### config.mk
export PLATFORM = sky130hd
export DESIGN_NAME = mem_access_unit
export DESIGN_NICKNAME = d
export VERILOG_FILES = /design/src/rtl/lc3b_types.sv /design/src/rtl/mem_access_unit.sv
export SDC_FILE = /design/constraint.sdc
export NUM_CORES = 1
export LEC_CHECK = 0
export ABC_AREA = 1
export ABC_CLOCK_PERIOD_IN_PS = 2500
export BUFFER_PORTS_ARGS = -buffer_cell sky130_fd_sc_hd__buf_2
export CAP_MARGIN = 20
export CORE_MARGIN = 2
export CORE_UTILIZATION = 40
export DETAILED_ROUTE_END_ITERATION = 8
export PLACE_DENSITY_LB_ADDON = 0.25
export SLEW_MARGIN = 10
export SYNTH_ARGS = -nofsm -noshare
export SYNTH_HDL_FRONTEND = slang
export SYNTH_SLANG_ARGS = --single-unit
### constraint.sdc
create_clock -name clk -period 2.5 [get_ports clk]
set_clock_uncertainty 0.05 [all_clocks]
set_input_delay 0.5 -clock clk [delete_from_list [all_inputs] [get_ports clk]]
set_output_delay 0.5 -clock clk [all_outputs]
set_load 0.005 [all_outputs]
### src/rtl/lc3b_types.sv
// Package: lc3b_types
// Shared LC-3b pipeline types used by the MEM-stage memory access unit.
//  - data-path widths
//  - lc3b_opcode          : 4-bit LC-3b opcode encoding
//  - lc3b_control_word    : decoded control fields consumed in the MEM stage
//  - mau_state_t          : memory access unit FSM states
//  - byte_lane()          : picks the addressed byte out of a fetched word
package lc3b_types;

    localparam int ADDR_W = 16;
    localparam int DATA_W = 16;

    typedef enum logic [3:0] {
        op_br   = 4'b0000,
        op_add  = 4'b0001,
        op_ldb  = 4'b0010,
        op_stb  = 4'b0011,
        op_jsr  = 4'b0100,
        op_and  = 4'b0101,
        op_ldr  = 4'b0110,
        op_str  = 4'b0111,
        op_rti  = 4'b1000,
        op_not  = 4'b1001,
        op_ldi  = 4'b1010,
        op_sti  = 4'b1011,
        op_jmp  = 4'b1100,
        op_shf  = 4'b1101,
        op_lea  = 4'b1110,
        op_trap = 4'b1111
    } lc3b_opcode;

    // Only the fields the MEM stage looks at are carried in this slice.
    typedef struct packed {
        lc3b_opcode opcode;
        logic       read;
        logic       write;
        logic       indirect_rw;
    } lc3b_control_word;

    typedef enum logic [1:0] {
        IDLE,
        IND,
        DATA,
        DONE
    } mau_state_t;

    // Little-endian byte select: odd addresses take the high byte.
    function automatic logic [7:0] byte_lane(input logic addr0, input logic [15:0] word);
        return addr0 ? word[15:8] : word[7:0];
    endfunction

endpackage

### src/rtl/mem_access_unit.sv
// Module: mem_access_unit
// MEM-stage data-memory sequencer for the pipelined LC-3b. A live memory
// instruction is latched on acceptance and turned into one (LDR/LDB/STR/STB)
// or two (LDI/STI: pointer read, then data access) memory handshakes. The
// upstream pipeline is held with stall until the access finishes, and done
// pulses for one cycle as the stage is released.
// Ports:
//  clk, rst_n        clock, asynchronous active-low reset
//  valid, ctrl       live instruction and its decoded control word
//  addr, wdata       effective address and store data
//  dmem_*            data-memory request/response handshake
//  rdata             aligned, zero-extended load result
//  done, stall       completion pulse and pipeline hold
module mem_access_unit
    import lc3b_types::*;
#(
    parameter int ADDR_W = 16,
    parameter int DATA_W = 16
) (
    input  logic              clk,
    input  logic              rst_n,
    input  logic              valid,
    input  lc3b_control_word  ctrl,
    input  logic [ADDR_W-1:0] addr,
    input  logic [DATA_W-1:0] wdata,
    output logic [ADDR_W-1:0] dmem_addr,
    output logic              dmem_read,
    output logic              dmem_write,
    output logic [1:0]        dmem_wmask,
    output logic [DATA_W-1:0] dmem_wdata,
    input  logic [DATA_W-1:0] dmem_rdata,
    input  logic              dmem_resp,
    output logic [DATA_W-1:0] rdata,
    output logic              done,
    output logic              stall
);

    localparam int HALF = DATA_W / 2;

    mau_state_t        state;
    mau_state_t        state_next;

    logic              mem_op;
    logic              accept;

    lc3b_opcode        opcode_q;
    logic [ADDR_W-1:0] addr_q;
    logic [DATA_W-1:0] wdata_q;
    logic              write_q;
    logic              indirect_q;
    logic [DATA_W-1:0] ptr;

    logic              is_byte;
    logic [ADDR_W-1:0] target;
    logic [ADDR_W-1:0] word_addr;

    assign mem_op    = valid & (ctrl.read | ctrl.write);
    assign accept    = (state == IDLE) & mem_op;
    assign is_byte   = (opcode_q == op_ldb) | (opcode_q == op_stb);
    assign target    = indirect_q ? ADDR_W'(ptr) : addr_q;
    assign word_addr = {target[ADDR_W-1:1], 1'b0};

    // State register. Reset drops the FSM to IDLE, which removes the memory
    // strobes immediately because they are decoded from the state.
    always_ff @(posedge clk or negedge rst_n) begin
        if (!rst_n) begin
            state <= IDLE;
        end else begin
            state <= state_next;
        end
    end

    // The request is captured once at acceptance so the access finishes
    // intact even if valid or ctrl change while the stage is stalled. Write
    // beats read when both flags are set, so only the write flag is kept.
    always_ff @(posedge clk or negedge rst_n) begin
        if (!rst_n) begin
            opcode_q   <= op_br;
            addr_q     <= '0;
            wdata_q    <= '0;
            write_q    <= 1'b0;
            indirect_q <= 1'b0;
        end else if (accept) begin
            opcode_q   <= ctrl.opcode;
            addr_q     <= addr;
            wdata_q    <= wdata;
            write_q    <= ctrl.write;
            indirect_q <= ctrl.indirect_rw;
        end
    end

    // Pointer for LDI/STI comes back from the first read; the load result is
    // captured on the data response, byte loads aligned and zero-extended.
    always_ff @(posedge clk or negedge rst_n) begin
        if (!rst_n) begin
            ptr   <= '0;
            rdata <= '0;
        end else begin
            if ((state == IND) && dmem_resp) begin
                ptr <= dmem_rdata;
            end
            if ((state == DATA) && dmem_resp && !write_q) begin
                if (is_byte) begin
                    rdata <= {{(DATA_W-8){1'b0}}, byte_lane(target[0], dmem_rdata)};
                end else begin
                    rdata <= dmem_rdata;
                end
            end
        end
    end

    // Next-state and output decode. Memory-side outputs depend only on the
    // state and the latched request, never on live pipeline inputs, so the
    // address and strobes hold steady from request until response. Only the
    // IDLE stall looks at the live inputs, to freeze the pipe in the cycle
    // an access is accepted. DONE releases the stall for one cycle so the
    // stage can advance before a new request can be taken.
    always_comb begin
        state_next = state;
        dmem_addr  = '0;
        dmem_read  = 1'b0;
        dmem_write = 1'b0;
        dmem_wmask = 2'b00;
        dmem_wdata = '0;
        done       = 1'b0;
        stall      = 1'b0;
        case (state)
            IDLE: begin
                stall = mem_op;
                if (mem_op) begin
                    state_next = ctrl.indirect_rw ? IND : DATA;
                end
            end
            IND: begin
                stall     = 1'b1;
                dmem_read = 1'b1;
                dmem_addr = {addr_q[ADDR_W-1:1], 1'b0};
                if (dmem_resp) begin
                    state_next = DATA;
                end
            end
            DATA: begin
                stall     = 1'b1;
                dmem_addr = word_addr;
                if (write_q) begin
                    dmem_write = 1'b1;
                    if (is_byte) begin
                        dmem_wmask = target[0] ? 2'b10 : 2'b01;
                        dmem_wdata = {2{wdata_q[HALF-1:0]}};
                    end else begin
                        dmem_wmask = 2'b11;
                        dmem_wdata = wdata_q;
                    end
                end else begin
                    dmem_read = 1'b1;
                end
                if (dmem_resp) begin
                    state_next = DONE;
                end
            end
            DONE: begin
                done       = 1'b1;
                state_next = IDLE;
            end
            default: begin
                state_next = IDLE;
            end
        endcase
    end

endmodule

==> run metrics <==
top-area cell type share of the netlist area 0.5302; GRT Util Overall 0.1941; row cnt 33; Crit Path Category reg -> out; Reg2Reg Depth 4; final WL 8.458 mm; Seq cells post-synth 71; Slew HR 0.4336; post-route insts no fill 643; total grt overflow 0; most area-hungry cell type in the Yosys netlist dfrtp_1; Port Buf Inserts 110; number of flops mapped to enable cells by yosys 0; Die H 95.53 microns; Synth top cells by count nand2_1, dfrtp_1, inv_1; detailed router's first-iteration violation count 129; Num CTS Buffers 9; CTS max path bufs 2; cells after synthesis 423; clk slew on worst S/H paths 0.08 ns; Detail Placement HPWL 5.929 mm; Synth Area per Inst 7.921 sq um; mapped cell area 0.003351 sq mm; Clk Latency, worst-skew pair 0.33 ns; setup TNS 0 ns; fill cell count 803; area growth from synthesis to layout 25.80%; hold crit path type in -> async; DP Cell Count 626; CP startpoint kind flip-flop; crit path DAT 1.84 ns; fin. max-slew vios 0; TritonCTS clock tree built; starting density of the core 0.4099; ratio of cells with drive above 1 in the final layout 0.2714; antenna cell count 0; Leakage 2.372 nW; H-tree level count 3; Hold Fails Final Rpt 0; worst slew pin tran 0.8476 ns; VDD IR max 0.3789 mV; number of vias per cell 4.757; Setup Fix Bufs, Post-CTS 0; post-synthesis net count 487; Die Width 95.53 microns; clock sinks 71; endpoint type of the worst setup path output pin; number of I/O pins 113; Max Cap Violations 0; fmax 417.9 MHz; Nets 598; FFs w/ async S/R, synth 1.000; fin util 0.5156; residual DRC count 0; outcome completed; unrepaired setup endpoints after global routing false; antenna violations before repair 0; Final Cell Area 0.004215 sq mm; Setup violations, final 0; Synth cell types 23; most instantiated library cell after synthesis nand2_1; number of detailed-route iterations in the first pass 4; vias 3059; Final ANT Viol Nets 0; first-pass GRT wire length 13.60 mm; clock root buffer clkbuf_8; Post-DP Area 0.004010 sq mm; GPL Wtd Cong 0.7785; YS warnings 0; crit-path max FO 7; PD cells 1107 mW/mm^2; minimum clock period 2.393 ns; vias in the first global route 2858; period utilization 0.9573; CP required 1.95 ns; Main synth FF type dfrtp_1; Area contributors post-synth dfrtp_1, nand2_1, o21ai_0, inv_1, a21oi_1; register area share after synthesis 0.5302; largest net degree at the start of global routing 72; core area 0.008175 sq mm; DIE AREA 0.009125 sq mm; WL/cell 13.15 microns
==> final timing paths <==
kind	from	to	slack [ns]
min in group clk	wdata[0]	wdata_q[0]$_DFFE_PN0P_	0.35
worst max register to register	state[1]$_DFFE_PN0P_	ptr[13]$_DFFE_PN0P_	0.71
max in group asynchronous	rst_n	addr_q[15]$_DFFE_PN0P_	1.96
worst max-delay path	state[1]$_DFFE_PN0P_	dmem_addr[5]	0.11
worst min register to register	rdata[6]$_DFFE_PN0P_	rdata[6]$_DFFE_PN0P_	0.43
worst min-delay path	rst_n	wdata_q[3]$_DFFE_PN0P_	0.12
==> registers in the layout, indices dropped and copies added, names as in the netlist <==
register,count
addr_q,16
indirect_q,1
opcode_q,3
ptr,16
rdata,16
state,2
wdata_q,16
write_q,1
==> placed cells by master, fill, tap and decap left out, types with 2 or more instances in the layout <==
| cell | instances |
|---|---|
| dfrtp_1 | 71 |
| inv_2 | 3 |
| a21oi_1 | 40 |
| o21ai_0 | 57 |
| clkbuf_8 | 10 |
| buf_2 | 110 |
| clkinv_2 | 3 |
| o21ai_1 | 2 |
| nor2_1 | 22 |
| buf_4 | 6 |
| inv_1 | 58 |
| clkinvlp_4 | 3 |
| nand3_1 | 17 |
| nand2_1 | 116 |
| ha_1 | 4 |
==> cell families (layout without fill, tap and decap cells) <==
family | count (synthesis) | in the layout | share of synthesized area
other cells | 1 | 1 | 0.001119
compound gates | 101 | 101 | 0.1512
flops | 71 | 71 | 0.5302
simple gates | 162 | 162 | 0.1987
buf+inv | 83 | 198 | 0.1001
fa+ha+maj | 5 | 5 | 0.01867
==> report_power, final <==
group / internal, W / switching, W / total [W] / leakage [nW]
logic: 0.000754 / 0.00115 / 0.00191 / 1.43
registers: 0.00168 / 0.000291 / 0.00197 / 0.861
clock network: 0.000377 / 0.000408 / 0.000785 / 0.0850
==> repair_timing <==
| action | CTS | global route |
|---|---|---|
| gates resized for setup | 1 | 10 |
| hold buffers | 0 | 0 |
| gates cloned | 0 | 2 |
| endpoints found under the setup margin | 15 | 23 |
==> critical path: stages (launching register included) <==
cell and delay [ns]:
dfrtp_1 0.44, inv_1 0.12, ha_1 0.20, inv_1 0.08
o21ai_2 0.09, buf_4 0.20, nand2_1 0.07, a21oi_1 0.16
buf_2 0.14
==> layout make-up <==
| type | instances | area (sq um) | share of cell area |
|---|---|---|---|
| multi-input cells | 269 | 1262 | 0.2995 |
| clock inverters | 4 | 22.52 | 0.005343 |
| clock buffers | 11 | 141.4 | 0.03354 |
| repair buffers | 118 | 626.9 | 0.1487 |
| inverters | 64 | 246.5 | 0.05847 |
| repair inverters | 1 | 7.507 | 0.001781 |
| flip-flops and latches | 71 | 1777 | 0.4215 |
| well taps | 105 | 131.4 | 0.03117 |
==> metrics by stage <==
step	power, W	hold slack, ns	setup WS, ns
final	0.004664	0.1198	0.1069
after CTS	0.004635	0.1309	0.01487
after global placement	0.003763	0.4138	0.3474
after global routing	0.005105	0.1466	0.001596
after floorplan	0.003095	0.1544	0.5441
after detailed placement	0.003831	0.4146	0.2743
==> layer usage <==
layer	wire length, microns	GRT usage	vias up	part of all wire
met1	4043	0.2752	1428	0.48
met4	99	0.07381	0	0.012
li1	-	-	1543	-
met2	3900	0.2925	80	0.46
met3	415	0.04032	8	0.049
met5	0	0	-	0
No activity file was read; power rests on OpenSTA's default activity.
